==> config.mk <==
export PLATFORM = sky130hd
export DESIGN_NAME = hist_sweep_ctrl
export DESIGN_NICKNAME = d
export VERILOG_FILES = /design/src/rtl/hist_pkg.sv /design/src/rtl/hist_rd_seq.sv /design/src/rtl/hist_sweep_ctrl.sv
export SDC_FILE = /design/constraint.sdc
export NUM_CORES = 1
export LEC_CHECK = 0
export CAP_MARGIN = 20
export CORE_AREA = 2 2 106 108
export CTS_BUF_LIST = sky130_fd_sc_hd__clkbuf_8
export DETAILED_ROUTE_END_ITERATION = 6
export DIE_AREA = 0 0 108 110
export HOLD_SLACK_MARGIN = 0.06
export PLACE_DENSITY = 0.82
export SLEW_MARGIN = 20
export SYNTH_ARGS = -nofsm -noshare
export SYNTH_HDL_FRONTEND = slang
export SYNTH_SLANG_ARGS = --single-unit
==> constraint.sdc <==
create_clock -name clk -period 4.6 [get_ports clk]
set_clock_uncertainty 0.05 [all_clocks]
set_input_delay 0.69 -clock clk [delete_from_list [all_inputs] [get_ports clk]]
set_output_delay 0.69 -clock clk [all_outputs]
set_load 0.01 [all_outputs]
==> src/rtl/hist_pkg.sv <==
// Shared definitions for the histogram sweep controller: FSM states and
// the hist_sig_mag read address width.
package hist_pkg;

  localparam int unsigned HIST_AW = 8;

  typedef enum logic [2:0] {
    ST_IDLE   = 3'd0,
    ST_CLEAR  = 3'd1,
    ST_ACCUM  = 3'd2,
    ST_FREEZE = 3'd3,
    ST_READ   = 3'd4,
    ST_HOLD   = 3'd5
  } hist_state_t;

endpackage

==> src/rtl/hist_rd_seq.sv <==
// Read sequencer: steps the histogram read address, waits out the read
// latency and holds each result word in a valid/ready output register.
module hist_rd_seq
  import hist_pkg::*;
#(
  parameter int unsigned N_RES  = 14,
  parameter int unsigned RES_W  = 32,
  parameter int unsigned RD_LAT = 2
) (
  input  logic               clk,
  input  logic               reset,
  input  logic               i_rd,
  input  logic               i_hold,
  input  logic               i_abort,
  input  logic [RES_W-1:0]   i_result,
  input  logic               i_ready,
  output logic [HIST_AW-1:0] o_addr,
  output logic               o_lat_done,
  output logic               o_acc,
  output logic               o_last,
  output logic               o_valid,
  output logic [HIST_AW-1:0] o_res_addr,
  output logic [RES_W-1:0]   o_res_data
);

  localparam int unsigned LAT_W = (RD_LAT > 1) ? $clog2(RD_LAT) : 1;

  logic [LAT_W-1:0]   r_lat;
  logic [HIST_AW-1:0] r_addr;
  logic               r_valid;
  logic [HIST_AW-1:0] r_res_addr;
  logic [RES_W-1:0]   r_res_data;
  logic               w_lat_done;
  logic               w_acc;
  logic               w_last;

  assign w_lat_done = i_rd && (r_lat == LAT_W'(RD_LAT - 1));
  assign w_acc      = i_hold && r_valid && i_ready;
  assign w_last     = (r_addr == HIST_AW'(N_RES - 1));

  always_ff @(posedge clk or negedge reset) begin
    if (!reset) begin
      r_lat      <= '0;
      r_addr     <= '0;
      r_valid    <= 1'b0;
      r_res_addr <= '0;
      r_res_data <= '0;
    end else begin
      if (i_rd && !w_lat_done) r_lat <= r_lat + 1'b1;
      else                     r_lat <= '0;

      // Address parks at 0 outside a sweep so FREEZE already presents word 0.
      if (i_abort || !(i_rd || i_hold)) begin
        r_addr  <= '0;
        r_valid <= 1'b0;
      end else if (w_lat_done) begin
        r_valid    <= 1'b1;
        r_res_data <= i_result;
        r_res_addr <= r_addr;
      end else if (w_acc) begin
        r_valid <= 1'b0;
        r_addr  <= w_last ? '0 : r_addr + 1'b1;
      end
    end
  end

  assign o_addr     = r_addr;
  assign o_lat_done = w_lat_done;
  assign o_acc      = w_acc;
  assign o_last     = w_last;
  assign o_valid    = r_valid;
  assign o_res_addr = r_res_addr;
  assign o_res_data = r_res_data;

endmodule

==> src/rtl/hist_sweep_ctrl.sv <==
// Measurement scheduler for hist_sig_mag: clear, accumulate for win_len
// clocks, freeze, then stream every result word over valid/ready.
module hist_sweep_ctrl
  import hist_pkg::*;
#(
  parameter int unsigned LINES   = 7,
  parameter int unsigned N_RES   = 2 * LINES,
  parameter int unsigned RES_W   = 32,
  parameter int unsigned WIN_W   = 24,
  parameter int unsigned CLR_CYC = 2,
  parameter int unsigned RD_LAT  = 2
) (
  input  logic               clk,
  input  logic               reset,
  input  logic               start,
  input  logic               abort,
  input  logic               continuous,
  input  logic [WIN_W-1:0]   win_len,
  output logic               hist_reset,
  output logic               hist_lock,
  output logic [HIST_AW-1:0] hist_addr,
  input  logic [RES_W-1:0]   hist_result,
  output logic               res_valid,
  input  logic               res_ready,
  output logic [HIST_AW-1:0] res_addr,
  output logic [RES_W-1:0]   res_data,
  output logic               busy,
  output logic               done,
  output logic               overrun
);

  hist_state_t      r_state, w_nxt;
  logic [WIN_W-1:0] r_cnt;
  logic [WIN_W-1:0] r_win;
  logic [WIN_W-1:0] w_cnt_max;
  logic             r_done;
  logic             r_ovr;
  logic             w_lat_done, w_acc, w_last, w_sweep_end;

  hist_rd_seq #(
    .N_RES  (N_RES),
    .RES_W  (RES_W),
    .RD_LAT (RD_LAT)
  ) u_rd_seq (
    .clk        (clk),
    .reset      (reset),
    .i_rd       (r_state == ST_READ),
    .i_hold     (r_state == ST_HOLD),
    .i_abort    (abort),
    .i_result   (hist_result),
    .i_ready    (res_ready),
    .o_addr     (hist_addr),
    .o_lat_done (w_lat_done),
    .o_acc      (w_acc),
    .o_last     (w_last),
    .o_valid    (res_valid),
    .o_res_addr (res_addr),
    .o_res_data (res_data)
  );

  always_comb begin
    w_cnt_max = '0;
    case (r_state)
      ST_CLEAR:  w_cnt_max = WIN_W'(CLR_CYC - 1);
      ST_ACCUM:  w_cnt_max = r_win - 1'b1;
      ST_FREEZE: w_cnt_max = WIN_W'(RD_LAT - 1);
      default:   w_cnt_max = '0;
    endcase
  end

  assign w_sweep_end = (r_state == ST_HOLD) && w_acc && w_last && !abort;

  always_comb begin
    w_nxt = r_state;
    if (r_state != ST_IDLE && abort) begin
      w_nxt = ST_IDLE;
    end else begin
      case (r_state)
        ST_IDLE:   if (start) w_nxt = ST_CLEAR;
        ST_CLEAR:  if (r_cnt == w_cnt_max) w_nxt = ST_ACCUM;
        ST_ACCUM:  if (r_cnt == w_cnt_max) w_nxt = ST_FREEZE;
        ST_FREEZE: if (r_cnt == w_cnt_max) w_nxt = ST_READ;
        ST_READ:   if (w_lat_done) w_nxt = ST_HOLD;
        ST_HOLD: begin
          if (w_acc) begin
            if (!w_last)         w_nxt = ST_READ;
            else if (continuous) w_nxt = ST_CLEAR;
            else                 w_nxt = ST_IDLE;
          end
        end
        default:   w_nxt = ST_IDLE;
      endcase
    end
  end

  always_ff @(posedge clk or negedge reset) begin
    if (!reset) begin
      r_state <= ST_IDLE;
      r_cnt   <= '0;
      r_win   <= '0;
      r_done  <= 1'b0;
      r_ovr   <= 1'b0;
    end else begin
      r_state <= w_nxt;
      if (w_nxt != r_state)
        r_cnt <= '0;
      else if (r_state == ST_CLEAR || r_state == ST_ACCUM || r_state == ST_FREEZE)
        r_cnt <= r_cnt + 1'b1;
      // Window length is captured on every CLEAR entry, including continuous restarts.
      if (w_nxt == ST_CLEAR && r_state != ST_CLEAR)
        r_win <= (win_len == '0) ? WIN_W'(1) : win_len;
      r_done <= w_sweep_end;
      if (start) r_ovr <= (r_state != ST_IDLE);
    end
  end

  assign hist_reset = (r_state == ST_CLEAR);
  assign hist_lock  = (r_state == ST_FREEZE) || (r_state == ST_READ) || (r_state == ST_HOLD);
  assign busy       = (r_state != ST_IDLE);
  assign done       = r_done;
  assign overrun    = r_ovr;

endmodule

==> metrics.md <==
| Metric | Value |
|---|---|
| YS warnings | `0` |
| CTS tree | `built` |
| Synth async-reset ratio | `1.00` |
| Worst-Skew Late Latency | `0.38 ns` |
| Clk root buf | `clkbuf_8` |
| Routed Antenna Nets | `0` |
| Max_slew headroom | `0.451` |
| Yosys top cell area share | `0.453` |
| Post-synth top area cell | `dfrtp_1` |
| Initial Util | `0.531` |
| Number of fill cells in the layout | `830` |
| Clock Tree Buf Depth | `2` |
| CP max stage cell | `or4_4` |
| Setup tns final | `0 ns` |
| Crit Path Max Fanout | `24` |
| Layout net count | `710` |
| Worst hold margin | `0.360 ns` |
| Multi-input logic area | `2960 um^2` |
| Vias in the first global route | `4314` |
| Commonest register cell after synthesis | `dfrtp_1` |
| Slew of the pin with the lowest slew margin | `0.824 ns` |
| Overall Power | `0.00313 W` |
| Max IR drop VDD | `0.000404 V` |
| I/O Buffers | `115` |
| Syn avg cell area | `10.5 um^2` |
| Sequential area share after synthesis | `0.453` |
| Die ar. | `11900 um^2` |
| Layout cells sized above 1 | `0.186` |
| WL per Instance | `16.6 um` |
| Initial antenna violation count | `0` |
| Row cnt | `38` |
| CP max stage delay | `0.57 ns` |
| Final hold vios | `0` |
| Chip width | `108 um` |
| Post-Syn Instances | `541` |
| Post-route DRC | `0` |
| CTS buffer count | `9` |
| Fin crit period | `3.69 ns` |
| Vias | `4569` |
| Die H | `110 um` |
| Storage cell area | `2580 um^2` |
| RSZ-0062 raised after global routing | `false` |
| Top delay family on crit path | `simple AND/OR/NAND/NOR gates` |
| DPL Wire Length | `9740 um` |
| Startpoint class of the critical path | `register` |
| Mapped Area | `5690 um^2` |
| First-pass GRT wire length | `21300 um` |
| Postcts setup bufs | `0` |
| PD cells | `439 nW/um^2` |
| CP Data Required Time | `4.80 ns` |
| Most used cell, CP | `nand4_2` |
| Worst path bufs/invs | `1` |
| Status | `finished, final reports clean` |
| Clk sinks | `103` |
| Post-synth cell types | `62` |
| DRT Wirelength | `13100 um` |
| Syn_nets | `607` |
| Fin crit share | `0.802` |
| Crit path capture type | `register` |
| I/O pin count | `116` |
| Core Box Area | `10700 um^2` |
| Final Max Slew Viols | `0` |
| DRT Pass-1 Iters | `5` |
| FF+latch count, synth | `103` |
| CP cell instances | `nor4_4 > nand4_2 > or4_4 > a21o_1 > a2111o_1 > nor4_2 > nand4_2 > o31ai_4 > buf_4 > nor2_1` |
| Max-Cap Viols | `0` |
| Worst path arrival time | `3.88 ns` |
| Area contributors post-synth | `dfrtp_1 45%, mux2_2 12%, xnor2_1 3.7%, xor2_1 3.4%, nand3_1 2.4%` |
| Routed vias/inst | `5.79` |
| Hold Path Class | `in2async` |
| Resized cells post-CTS | `0` |
| P_leak | `2.93 nW` |
| Placer Congestion | `0.935` |
| Htree depth | `3` |
| Clk slew on worst S/H paths | `0.10 ns` |
| Total GRT Usage | `0.227` |
| Setup CP Type | `reg2reg` |
| Final setup fails | `0` |
| Antenna fix cells | `0` |
| Hold_buf cts | `0` |
| Synth-to-Final Area Change | `25.6%` |
| Pin count of the biggest net entering global routing | `66` |
| Post-synth EDFFs | `0` |
| DR iter-0 viols | `248` |
| Congestion Overflow GR | `0` |
| Max Fclk | `271 MHz` |
[layout by cell type, fill, tap and decap left out, drive strengths merged, types with 3 or more instances in the layout]
cell	netlist	routed
nand2	24	24
or3	13	13
o211ai	4	4
inv	10	13
a21oi	11	11
nor3	17	17
dfrtp	103	103
xnor2	25	25
xor2	22	22
and3	8	8
o32ai	3	3
nand4	13	13
mux2i	4	4
ha	4	4
nand3	27	27
nor2	54	54
or2	3	3
clkbuf	23	10
nor4	14	14
o21ai	27	27
buf	4	5
nor3b	4	4
mux2	61	61
nand2b	6	6
clkdlybuf4s50	0	114
or4	8	8
nor2b	8	8
o31ai	9	9
[through the flow]
stage	util	cells	setup slack, ns	area [um^2]
after floorplan	-	541	1.31	5690
after global placement	0.647	773	1.04	6920
after detailed placement	0.647	773	0.956	6920
after CTS	0.667	789	0.918	7140
after global routing	0.667	789	0.731	7140
final	0.667	789	0.911	7140
[kinds of logic (layout without fill, tap and decap cells)]
kind of cell | count (synthesis) | in the layout | share of synthesized area
adders and majority gates | 4 | 4 | 0.00880
xor gates and xnor gates | 49 | 49 | 0.0816
buffers and inverters | 37 | 145 | 0.0273
muxes | 65 | 65 | 0.128
and+or+nand+nor | 212 | 212 | 0.215
DFF | 103 | 103 | 0.453
AOI/OAI and AO/OA | 71 | 71 | 0.0863
[routing by layer]
metal,track usage,wire length (um),up-vias
met2,0.388,6620,144
met3,0.0306,664,14
met1,0.303,5700,2250
li1,-,-,2161
met4,0.0714,156,0
met5,0,0,-
[power breakdown]
part	internal [W]	switching [W]	leakage, nW
clock network	0.000276	0.000336	0.111
logic	0.000564	0.000685	1.44
registers	0.00104	0.000230	1.38
total	0.00188	0.00125	2.93
[final timing paths]
check | cells past startpoint | end | slack (ns) | from
max reg2reg | 10 | r_cnt[2] | 0.91 | r_win[6]
min | 1 | r_cnt[4] | 0.36 | reset
min in group clk | 1 | u_rd_seq.r_lat | 0.42 | u_rd_seq.r_lat
max | 10 | r_cnt[2] | 0.91 | r_win[6]
min reg2reg | 1 | u_rd_seq.r_lat | 0.42 | u_rd_seq.r_lat
max in group asynchronous | 2 | r_cnt[20] | 3.11 | reset
[Yosys cell counts, drive strengths merged, types with 4 or more instances]
library cell / n
a21oi: 11
and3: 8
buf: 4
clkbuf: 23
dfrtp: 103
ha: 4
inv: 10
mux2: 61
mux2i: 4
nand2: 24
nand2b: 6
nand3: 27
nand4: 13
nor2: 54
nor2b: 8
nor3: 17
nor3b: 4
nor4: 14
o211ai: 4
o21ai: 27
o31ai: 9
or3: 13
or4: 8
xnor2: 25
xor2: 22
[flip-flops by register name, indices dropped and copies added (netlist names)]
signal               flops
r_state                  3
u_rd_seq.o_valid         1
u_rd_seq.o_addr          8
done                     1
r_cnt                   24
r_win                   24
u_rd_seq.o_res_addr      8
overrun                  1
u_rd_seq.o_res_data     32
u_rd_seq.r_lat           1
[area by class of cell]
cell class,count,area share
clock buffer,10,0.0193
clock inverter,6,0.0105
inverter,10,0.00526
multi-input combinational,401,0.414
sequential,103,0.361
tap,140,0.0245
timing repair buffer,119,0.165
No activity file was read; power rests on OpenSTA's default activity.
